==> src/rtl/program_loader_pkg.sv <==
// program_loader_pkg: loader FSM states, default widths and instruction field bounds
package program_loader_pkg;
    typedef enum logic [2:0] {IDLE, HDR, HI, LO, WRITE, DONE, ERR} state_t;
    localparam int ADDR_W_DEF  = 8;
    localparam int INSTR_W_DEF = 15;
    localparam int OP_HI       = 14;
    localparam int OP_LO       = 8;
    localparam int LIT_HI      = 7;
    localparam int LIT_LO      = 0;
endpackage

==> src/rtl/program_loader.sv <==
// program_loader: assembles a byte stream into instruction words and writes them to instruction memory
module program_loader
    import program_loader_pkg::*;
#(
    parameter int ADDR_W  = ADDR_W_DEF,
    parameter int INSTR_W = INSTR_W_DEF
) (
    input  logic               clk,
    input  logic               rst_n,
    input  logic               start,
    input  logic               in_valid,
    input  logic [7:0]         in_data,
    output logic               in_ready,
    output logic               im_we,
    output logic [ADDR_W-1:0]  im_addr,
    output logic [INSTR_W-1:0] im_data,
    output logic               cpu_run,
    output logic               busy,
    output logic               error
);
    state_t               state_q, state_d;
    logic [7:0]           cnt_q, cnt_d;
    logic [ADDR_W-1:0]    addr_q, addr_d;
    logic [INSTR_W-1:0]   data_q, data_d;
    logic                 acc;

    always_ff @(posedge clk or negedge rst_n) begin
        if (!rst_n) begin
            state_q <= IDLE;
            cnt_q   <= '0;
            addr_q  <= '0;
            data_q  <= '0;
        end else begin
            state_q <= state_d;
            cnt_q   <= cnt_d;
            addr_q  <= addr_d;
            data_q  <= data_d;
        end
    end

    always_comb begin
        state_d = state_q;
        cnt_d   = cnt_q;
        addr_d  = addr_q;
        data_d  = data_q;
        acc     = in_valid && in_ready;
        unique case (state_q)
            IDLE, DONE, ERR: if (start) begin
                state_d = HDR;
                cnt_d   = '0;
                addr_d  = '0;
            end
            HDR: if (acc) begin
                cnt_d   = in_data;
                state_d = HI;
            end
            HI: if (acc) begin
                data_d[OP_HI:OP_LO] = in_data[OP_HI-OP_LO:0];
                state_d             = in_data[7] ? ERR : LO;
            end
            LO: if (acc) begin
                data_d[LIT_HI:LIT_LO] = in_data;
                state_d               = WRITE;
            end
            // The address only advances while instructions remain, so a 256-entry load never wraps to 0
            WRITE: begin
                state_d = (cnt_q == 8'd0) ? DONE : HI;
                cnt_d   = (cnt_q == 8'd0) ? cnt_q : cnt_q - 8'd1;
                addr_d  = (cnt_q == 8'd0) ? addr_q : addr_q + 1'b1;
            end
            default: state_d = IDLE;
        endcase
    end

    always_comb begin
        in_ready = (state_q == HDR) || (state_q == HI) || (state_q == LO);
        im_we    = (state_q == WRITE);
        busy     = in_ready || (state_q == WRITE);
        cpu_run  = (state_q == DONE);
        error    = (state_q == ERR);
        im_addr  = addr_q;
        im_data  = data_q;
    end
endmodule

==> config.mk <==
export PLATFORM = sky130hd
export DESIGN_NAME = program_loader
export DESIGN_NICKNAME = d
export VERILOG_FILES = /design/src/rtl/program_loader_pkg.sv /design/src/rtl/program_loader.sv
export SDC_FILE = /design/constraint.sdc
export NUM_CORES = 1
export LEC_CHECK = 0
export CAP_MARGIN = 20
export CORE_MARGIN = 1
export CORE_UTILIZATION = 25
export DETAILED_ROUTE_END_ITERATION = 6
export SLEW_MARGIN = 25
export SYNTH_ARGS = -nofsm -noshare
export SYNTH_HDL_FRONTEND = slang
export SYNTH_SLANG_ARGS = --single-unit
==> constraint.sdc <==
create_clock -name clk -period 3.1 [get_ports clk]
set_clock_uncertainty 0.05 [all_clocks]
set_input_delay 0.31 -clock clk [delete_from_list [all_inputs] [get_ports clk]]
set_output_delay 0.31 -clock clk [all_outputs]
set_load 0.01 [all_outputs]
Word level (Yosys, flattened, before mapping)
Cells that the tools add are included.
{"block": "classes", "addsub": 2, "n_eq_ne": 11, "mux": 13, "reduce_logical": 14}
{"operator": "2-to-1 mux 8 bit", "count": 4}
{"operator": "one-hot mux 8 bit (3 select lines)", "count": 1}
{"operator": "2-to-1 mux 3 bit", "count": 6}
{"operator": "one-hot mux 8 bit (2 select lines)", "count": 1}
{"operator": "one-hot mux 3 bit (5 select lines)", "count": 1}
{"operator": "!= test 2 bit (second input constant)", "count": 5}
{"operator": "== test 3 bit (second input constant)", "count": 3}
{"operator": "adder 8 x 1 -> 8 bit (second input constant)", "count": 1}
{"operator": "zero test 8 bit", "count": 1}
{"operator": "AND reduction 4 bit", "count": 2}
{"operator": "subtractor 8 x 1 -> 8 bit (second input constant)", "count": 1}
{"operator": "== test 3 x 2 -> 1 bit (second input constant)", "count": 2}
{"operator": "AND reduction 2 bit", "count": 2}
{"operator": "== test 3 x 1 -> 1 bit (second input constant)", "count": 1}
{"operator": "zero test 3 bit", "count": 1}
{"operator": "logical OR 1 bit", "count": 3}
{"operator": "AND reduction 3 bit", "count": 1}
{"operator": "nonzero test 3 bit", "count": 1}
{"operator": "OR reduction 3 bit", "count": 1}
{"operator": "nonzero test 2 bit", "count": 1}
{"operator": "logical AND 1 bit", "count": 1}
{"block": "totals", "register_bits": 34, "inputBits": 12, "output_inout_bits": 28, "elab_cells": 45}

Logic depth before layout (Yosys ltp)
Gate-level depths: netlist of the first run.
{"block": "logic_depth", "depth_word": 6, "ltp_mapped": 7, "depth_no_buf": 6}

Worst setup path before layout of the first run
Ideal clock, no wire load.
{"block": "synth_timing", "path_kind": "flip-flop to flip-flop", "startpoint": "register cnt_q[0]", "endpoint": "register addr_q[1] (netlist: im_addr[1])", "setup_time_ns": 0.123, "arrival_ns": 1.570, "t_required_ns": 2.927, "setup_slack_ns": 1.358, "stages_incl_launch_ff": 8, "n_path_buf": 1, "period_less_slack_ns": 1.742, "cell_sequence": "dfrtp_1 > inv_1 > ha_1 > nor4b_4 > a21oi_4 > a311o_2 > buf_6 > mux2i_1"}
{"block": "synth_via", "elab_chain_cells": 3}
{"item": "from (decl)", "line": "program_loader.sv:22", "text": "logic [7:0] cnt_q, cnt_d;"}
{"item": "from (signal assigned)", "line": "program_loader.sv:35", "text": "cnt_q <= cnt_d;"}
{"item": "zero test 8 bit", "line": "program_loader.sv:69", "text": "addr_d = (cnt_q == 8'd0) ? addr_q : addr_q + 1'b1;"}
{"item": "!= test 2 bit (no line)"}
{"item": "AND reduction 3 bit (no line)"}
{"item": "to (signal assigned)", "line": "program_loader.sv:36", "text": "addr_q <= addr_d;"}
{"item": "to (decl)", "line": "program_loader.sv:23", "text": "logic [ADDR_W-1:0] addr_q, addr_d;"}
Every way passes these cells.
A chain may end at the register's enable or synchronous reset.

Final worst setup path of the first run
{"block": "layout_timing", "startpoint": "register state_q[2]", "endpoint": "output port im_we"}
{"block": "layout_via", "elab_chain_cells": 1}
{"item": "from (decl)", "line": "program_loader.sv:21", "text": "state_t state_q, state_d;"}
{"item": "from (signal assigned)", "line": "program_loader.sv:34", "text": "state_q <= state_d;"}
{"item": "== test 3 bit", "line": "program_loader.sv:77", "text": "im_we = (state_q == WRITE);"}
{"item": "to (decl)", "line": "program_loader.sv:14", "text": "output logic im_we,"}
Every way passes these cells.

==> qor.yml, run 1 <==
fin_crit_sh_pct: 89.8
layout.nets: 231
drv_cap: 0
slew_headroom_pct: 61.2
cp-start-kind: "flip-flop"
ir_drop_v: 0.000381
postCtsSetupRepairBufs: 0
worst_ep_required_time_ns: 2.74
drc: 0
worst_slew_pin_slew_ns: 0.581
ant_nets: 0
avgSynthCellArea_um2: 10.5
insertion_delay_ns: 0.28
dp_hpwl_um: 2990
setup_slack_ns: 0.316
setup_tns_ns: 0
antenna_found_initial: 0
drt-pass1-iter-count: 5
overflow: 0
synth_fp_nets: 192
synth_commonest_cells: "34 x dfrtp_1, 15 x mux2_2, 12 x nor2_1, 11 x a21oi_1, 11 x inv_1"
syn_area_um2: 1850
ys_types: 47
synth_cells: 177
areaGrowthSynthToFinish_pct: 31.9
die_w_um: 88.1
wl_um: 4310
worstPathArrival_ns: 2.42
io-pin-count: 40
final_layout_size_suffix_gt1_share_pct: 14.8
ys_seq_elements: 34
num_antenna_cells: 0
cts_tree: "yes"
fin_crit_ns: 2.78
rows: 31
fin_util_pct: 33.9
drt_iter0_drc: 88
synth_edf_count: 0
clkSinkCount: 34
core_um2: 7210
dieArea_um2: 7770
vias: 1494
stdcell_count: 315
hold_violations: 0
initial_core_util_pct: 25.7
nFillCells: 741
synth-main-ff-cell: "dfrtp_1"
post_cts_resized: 0
place_inst: 308
wl_per_cell_um: 13.7
cts_hold_buf: 0
setup_viol: 0
hp-class: "in -> async"
cts_buffers: 5
cts-root-buf: "clkbuf_8"
gp_congestion: 0.824
numPortBuffers: 39
endpoint_kind: "primary output"
drt-vias-per-instance: 4.74
post-place-ws_ns: 0.620
p_leak_nw: 0.961
maxSlewViolCount: 0
grt_pass1_vias: 1509
grt_pass1_wl_um: 7230
yosysMostFrequentCell: "dfrtp_1"
grt_max_degree: 35
rsz0062_at_grt: "false"
synth_area_leaders: "dfrtp_1 46%, mux2_2 9.1%, a21oi_1 3.0%"
status: "completed"
synth_top_area_share_pct: 45.9
async_reset_ff_share_pct: 100
htreeDepth: 2
ys_warn_count: 0
ys_seq_area_share_pct: 45.9
clk_pin_slew_ns: 0.07
fmax_ghz: 0.359
path_class: "reg -> out"
cts.path.max_buffers: 2
die_h_um: 88.1
pwr_density_cell_nw_per_um2: 991
critPathMaxFanout: 16
yosysTopAreaCell: "dfrtp_1"
grt_usage_pct: 12.3
[registers in the layout (all words and copies together), names as in the netlist]
signal and count:
state_q 3, cnt_q 8, im_data 15, im_addr 8
[cell families after synthesis]
group	share of synthesized area, %
AO/OA/AOI/OAI	18.9
XOR/XNOR	0.945
adder cells (fa/ha/maj)	2.02
buffers and inverters	4.93
flip-flops	45.9
multiplexers	11.3
AND/OR/NAND/NOR	16.1
[power by group]
part           switching [mW]  internal (mW)
Sequential              0.211          0.630
Combinational           0.532          0.640
Clock                   0.155          0.257
Total                   0.897           1.53
[per-layer routing]
layer / vias to the layer above / GRT usage, % / wire length (µm)
met5: - / 0 / 0
met3: 5 / 3.11 / 235
met1: 713 / 15.6 / 2010
met2: 43 / 20.4 / 2010
met4: 0 / 3.96 / 44
li1: 733 / - / -
[cell usage in the layout, fill, tap and decap left out, types with 3 or more instances in the layout]
cell type / synthesis / layout
o221ai_1: 5 / 5
a21oi_1: 11 / 11
a22oi_1: 5 / 5
mux2i_1: 4 / 4
ha_1: 3 / 3
dfrtp_1: 34 / 34
a31oi_1: 4 / 4
nor3_1: 4 / 4
nor2_1: 12 / 12
inv_1: 11 / 11
o21ai_0: 6 / 6
nand2b_1: 3 / 3
mux2_2: 15 / 15
nand2_1: 8 / 8
clkbuf_8: 0 / 6
clkdlybuf4s50_1: 0 / 39
nand3_1: 6 / 6
[worst paths after layout]
path,start,to,slack [ns],depth (start not counted)
hold / removal,rst_n,im_addr[5]$_DFFE_PN0P_,0.39,2
setup / recovery,state_q[2]$_DFFE_PN0P_,im_we,0.32,3
max in group asynchronous,rst_n,state_q[2]$_DFFE_PN0P_,2.28,2
setup reg to reg,state_q[2]$_DFFE_PN0P_,cnt_q[6]$_DFFE_PN0P_,0.71,5
min in group clk,im_addr[7]$_DFFE_PN0P_,im_addr[7]$_DFFE_PN0P_,0.44,1
hold reg to reg,im_addr[7]$_DFFE_PN0P_,im_addr[7]$_DFFE_PN0P_,0.44,1
[critical path: stages (launching register included)]
cell	delay, ns
dfrtp_1	0.60
or3b_1	0.58
inv_1	0.36
clkdlybuf4s50_1	0.61
[stage by stage]
step	power (mW)	hold WS (ns)	cell area (µm²)
after detailed placement	2.03	0.433	2330
final	2.42	0.393	2450
after global routing	2.62	0.434	2450
after CTS	2.46	0.410	2450
after floorplan	1.55	-0.0356	1850
after global placement	2.02	0.433	2330
[area by class of cell]
class | count | area (µm²) | area share [%]
multi-input cells | 123 | 912 | 37.3
flip-flops and latches | 34 | 851 | 34.8
repair buffers | 41 | 405 | 16.6
well taps | 99 | 124 | 5.06
clock buffers | 6 | 82.6 | 3.38
inverters | 11 | 41.3 | 1.69
clock inverters | 1 | 30.0 | 1.23
No activity file was read; power rests on OpenSTA's default activity.
==> run 2: changes to the inputs <==
--- a/config.mk
+++ b/config.mk
@@ -7,8 +7,10 @@
 export LEC_CHECK = 0
 export CAP_MARGIN = 20
 export CORE_MARGIN = 1
-export CORE_UTILIZATION = 25
+export CORE_UTILIZATION = 50
 export DETAILED_ROUTE_END_ITERATION = 6
+export HOLD_SLACK_MARGIN = 0.1
+export PLACE_DENSITY = 0.79
 export SLEW_MARGIN = 25
 export SYNTH_ARGS = -nofsm -noshare
 export SYNTH_HDL_FRONTEND = slang
==> run 2 against run 1 <==
Against the previous run: hold slack worse by 0.014 ns; setup slack hardly changed; non-clock buffer count stayed put; cell area is 3.9% lower; combinational power hardly changed; sequential share of layout area is 1.4 points higher; largest cell class unchanged.
==> qor.yml, run 2 (same netlist as run 1, synthesis figures left out) <==
cts_hold_buf: 0  # unchanged
overflow: 0  # unchanged
p_leak_nw: 0.947  # -1.5%
nFillCells: 274  # -63%
slew_headroom_pct: 63.8  # +2.7 points
p_int_mw: 1.44  # -5.5%
die_h_um: 62.9  # -29%
insertion_delay_ns: 0.28  # about the same
drc: 0  # unchanged
htreeDepth: 2  # unchanged
cts_buffers: 5  # unchanged
layout_common_cells: "39 x clkdlybuf4s50_1, 34 x dfrtp_1, 15 x mux2_2"
critPathMaxFanout: 16  # unchanged
ir_drop_v: 0.000562  # +48%
num_antenna_cells: 0  # unchanged
final_layout_size_suffix_gt1_share_pct: 14.4  # -0.40 points
core_um2: 3440  # -52%
drt-pass1-iter-count: 5  # unchanged
numPortBuffers: 39  # unchanged
io-pin-count: 40  # unchanged
cp-start-kind: "flip-flop"
ant_nets: 0  # unchanged
postCtsSetupRepairBufs: 0  # unchanged
clkSinkCount: 34  # unchanged
setup_tns_ns: 0  # unchanged
cts-root-buf: "clkbuf_8"
clkPwrFrac_pct: 13.3  # -3.7 points
fin_crit_ns: 2.78  # +0.000469 ns
layout.nets: 231  # unchanged
stdcell_count: 261  # -17%
grt_pass1_vias: 1556  # +3.1%
gp_congestion: 0.866  # +5.0%
drt_iter0_drc: 125  # +42%
areaGrowthSynthToFinish_pct: 26.7
clk_pin_slew_ns: 0.06  # about the same
final_common_cell: "clkdlybuf4s50_1"
largest_reg_flops: 15  # unchanged
grt_max_degree: 35  # unchanged
grt_pass1_wl_um: 7440  # +2.9%
comb_power_share_pct: 50.4  # +2.1 points
setup_slack_ns: 0.316  # -0.000469 ns
p_sw_share_pct: 38.9  # +1.9 points
die_w_um: 62.9  # -29%
power.switching_mw: 0.918  # +2.3%
hold_ws_ns: 0.379  # -0.0144 ns
dieArea_um2: 3960  # -49%
worst_ep_required_time_ns: 2.74  # about the same
post-place-ws_ns: 0.670  # +0.0492 ns
maxSlewViolCount: 0  # unchanged
multi_input_area_um2: 912  # unchanged
worstPathArrival_ns: 2.42  # about the same
fmax_ghz: 0.359  # about the same
endpoint_kind: "primary output"
drt-vias-per-instance: 5.98  # +26%
fin_crit_sh_pct: 89.8  # about the same
grt_usage_pct: 24.2  # +12 points
seqPwrFrac_pct: 36.3  # +1.6 points
setup_viol: 0  # unchanged
rsz0062_at_grt: "false"
post_cts_resized: 0  # unchanged
place_inst: 255  # -17%
path_class: "reg -> out"
seqCellArea_um2: 851  # unchanged
vias: 1560  # +4.4%
cts.path.max_buffers: 2  # unchanged
antenna_found_initial: 0  # unchanged
hp-class: "in -> async"
cts_tree: "yes"
initial_core_util_pct: 53.9  # +28 points
drv_cap: 0  # unchanged
dp_hpwl_um: 3160  # +5.5%
wl_per_cell_um: 16.5  # +21%
worst_slew_pin_slew_ns: 0.541  # -0.0401 ns
rows: 21  # -32%
status: "completed"
wl_um: 4310  # about the same
hold_violations: 0  # unchanged
pwr_density_cell_nw_per_um2: 1000  # +1.3%
run 2: worst max-delay path, cell delays in order (launching register included):
cell,delay (ns)
dfrtp_1,0.61
or3b_1,0.59
inv_1,0.33
clkdlybuf4s50_1,0.60
run 2: layout make-up:
type	count	area share [%]
Tap cell	46	2.45
Timing Repair Buffer	41	17.3
Inverter	11	1.76
Clock buffer	6	3.51
Multi-Input combinational cell	123	38.8
Sequential cell	34	36.2
run 2: final timing paths:
| kind | from | endpoint | slack [ns] | depth (start not counted) |
|---|---|---|---|---|
| hold / removal | rst_n | im_data[12]$_DFFE_PN0P_ | 0.38 | 2 |
| min in group clk | im_addr[7]$_DFFE_PN0P_ | im_addr[7]$_DFFE_PN0P_ | 0.45 | 1 |
| hold reg to reg | im_addr[7]$_DFFE_PN0P_ | im_addr[7]$_DFFE_PN0P_ | 0.45 | 1 |
| max in group asynchronous | rst_n | state_q[0]$_DFFE_PN0P_ | 2.32 | 2 |
| setup / recovery | state_q[2]$_DFFE_PN0P_ | im_we | 0.32 | 3 |
| setup reg to reg | state_q[2]$_DFFE_PN0P_ | cnt_q[5]$_DFFE_PN0P_ | 0.72 | 5 |
run 2: power by group through the flow:
| stage | registers (mW) | logic (mW) | clock network, mW |
|---|---|---|---|
| 2_1_floorplan | 0.837 | 0.716 | 0 |
| 3_3_place_gp | 0.832 | 1.16 | 0 |
| 3_5_place_dp | 0.857 | 1.19 | 0 |
| 4_1_cts | 0.854 | 1.19 | 0.321 |
| 5_1_grt | 0.889 | 1.30 | 0.335 |
| 6_report | 0.858 | 1.19 | 0.313 |
run 2: through the flow:
step | util, % | total power, mW | area, µm²
after floorplan | - | 1.55 | 1850
after global placement | 65.9 | 1.99 | 2270
after detailed placement | 65.9 | 2.05 | 2270
after CTS | 68.3 | 2.37 | 2350
after global routing | 68.3 | 2.52 | 2350
final | 68.3 | 2.36 | 2350
run 2: per-layer routing:
layer	track usage (%)	share of wire [%]	vias up
li1	-	-	734
met1	31.0	43	762
met2	39.4	50	54
met3	6.57	5.2	10
met4	7.56	1.7	0
met5	0	0	-
==> run 3: changes to the inputs <==
--- a/config.mk
+++ b/config.mk
@@ -5,7 +5,7 @@
 export SDC_FILE = /design/constraint.sdc
 export NUM_CORES = 1
 export LEC_CHECK = 0
-export CAP_MARGIN = 20
+export CAP_MARGIN = 25
 export CORE_MARGIN = 1
 export CORE_UTILIZATION = 50
 export DETAILED_ROUTE_END_ITERATION = 6
==> results of run 3 <==
Final layout, timing and power as in run 2 (identical DEF).
==> RTL edit, RTL diff (flow settings as in run 3) <==
Encoding of `state_t`: now one-hot (7 bits for 7 states).
--- a/src/rtl/program_loader_pkg.sv
+++ b/src/rtl/program_loader_pkg.sv
@@ -1,6 +1,6 @@
 // program_loader_pkg: loader FSM states, default widths and instruction field bounds
 package program_loader_pkg;
-    typedef enum logic [2:0] {IDLE, HDR, HI, LO, WRITE, DONE, ERR} state_t;
+    typedef enum logic [6:0] {IDLE = 7'b0000001, HDR = 7'b0000010, HI = 7'b0000100, LO = 7'b0001000, WRITE = 7'b0010000, DONE = 7'b0100000, ERR = 7'b1000000} state_t;
     localparam int ADDR_W_DEF  = 8;
     localparam int INSTR_W_DEF = 15;
     localparam int OP_HI       = 14;
Function: same outputs for any inputs over 10 cycles, from zero or initial values and one cycle with rst_n low; not proved beyond that.
==> RTL edit against run 3 <==
First-iteration DRC count shrank 25%; register-to-register slack lost 0.09 ns; wire length grew 1.6%; hold slack gained 0.060 ns; area after synthesis grew 10%; sequential share of layout area grew 1.6 points; largest power group unchanged; sequential power shrank 6.2%; cell area grew 7.1%; count of clock-buffer cells in the layout shrank 1; setup slack gained 0.018 ns; critical endpoint unchanged; total power shrank 12%; synthesized cell count grew 8.5%; sequential cell count grew 4.
==> RTL edit: results (changes against run 3) <==
status - finished, final reports clean
highest fanout seen on the critical path - 17 (+1)
syn avg cell area - 10.7 um2 (+1.8%)
CP max stage cell - clkdlybuf4s50_1
Layout Nets - 246 (+6.5%)
VDD IR max - 0.000412 V (-27%)
sequential share of the synthesized area - 0.465 (+0.00604)
Max stage delay on crit path - 0.57 ns (-0.04 ns)
top cells by area, synth - dfrtp_1 (45%), mux2_2 (8.2%), a21oi_1 (4.2%), o31ai_1 (2.6%), buf_6 (2.2%)
P_leak - 1.15 nW (+22%)
post-place setup slack - 0.683 ns (+0.0133 ns)
hold_buf cts - 1 (+1)
Global Route Usage Sum - 0.219 (-0.0231)
Cell Count Post-Placement - 271 (+6.3%)
met3 Track Usage GR - 0.0483 (-0.0174)
detailed placement HPWL - 3.13 mm (-0.82%)
global routing usage on met2 - 0.360 (-0.0341)
Hold WC Path Type - reg2reg
WL/cell - 15.7 um (-4.9%)
Critical Path Start - state_q[1]$_DFFE_PN0P_
Via-to-Cell Ratio - 6.11 (+2.2%)
synth cell count leaders - dfrtp_1 (37), a21oi_1 (17), mux2_2 (15)
Internal Power - 1.27 mW (-12%)
share of post-route cells with drive strength above 1 - 0.152 (+0.00733)
synth unique cells - 51 (+8.5%)
-- RTL edit: path summary, 6_finish.rpt --
kind / endpoint / slack (ns) / cells after the start
setup / recovery: im_we / 0.33 / 4
hold / removal: im_addr[7]$_DFFE_PN0P_ / 0.44 / 1
setup reg to reg: cnt_q[1]$_DFFE_PN0P_ / 0.63 / 5
hold reg to reg: im_addr[7]$_DFFE_PN0P_ / 0.44 / 1
max in group asynchronous: im_data[6]$_DFFE_PN0P_ / 1.85 / 2
min in group asynchronous: im_data[9]$_DFFE_PN0P_ / 0.62 / 2
-- RTL edit: power groups by stage --
| stage | Clock [mW] | Sequential [mW] | Combinational (mW) |
|---|---|---|---|
| after CTS | 0.324 | 0.804 | 0.954 |
| after floorplan | 0 | 0.790 | 0.628 |
| after global routing | 0.341 | 0.830 | 1.04 |
| after detailed placement | 0 | 0.810 | 0.948 |
| final | 0.311 | 0.805 | 0.958 |
| after global placement | 0 | 0.808 | 0.934 |
-- RTL edit: final cells by class --
class                   instances  area, um2  area share
clock inverters                 2       10.0     0.00398
repair buffers                 41        403       0.160
inverters                      11       41.3      0.0164
flip-flops and latches         38        952       0.378
multi-input cells             134        981       0.390
well taps                      48       60.1      0.0239
clock buffers                   5       68.8      0.0273
-- RTL edit: metrics by stage --
step	cell area [um2]	hold slack, ns	utilization
floorplan	2050	-0.0356	-
detailed placement	2430	0.405	0.639
global route	2520	0.480	0.662
CTS	2520	0.443	0.662
finish	2520	0.438	0.662
global placement	2430	0.411	0.639
-- RTL edit: cells by family after synthesis --
family                   synth area share
AO/OA/AOI/OAI                       0.190
XOR/XNOR                           0.0128
adder cells (fa/ha/maj)            0.0183
buffers and inverters              0.0562
flip-flops                          0.465
multiplexers                       0.0874
AND/OR/NAND/NOR                     0.170
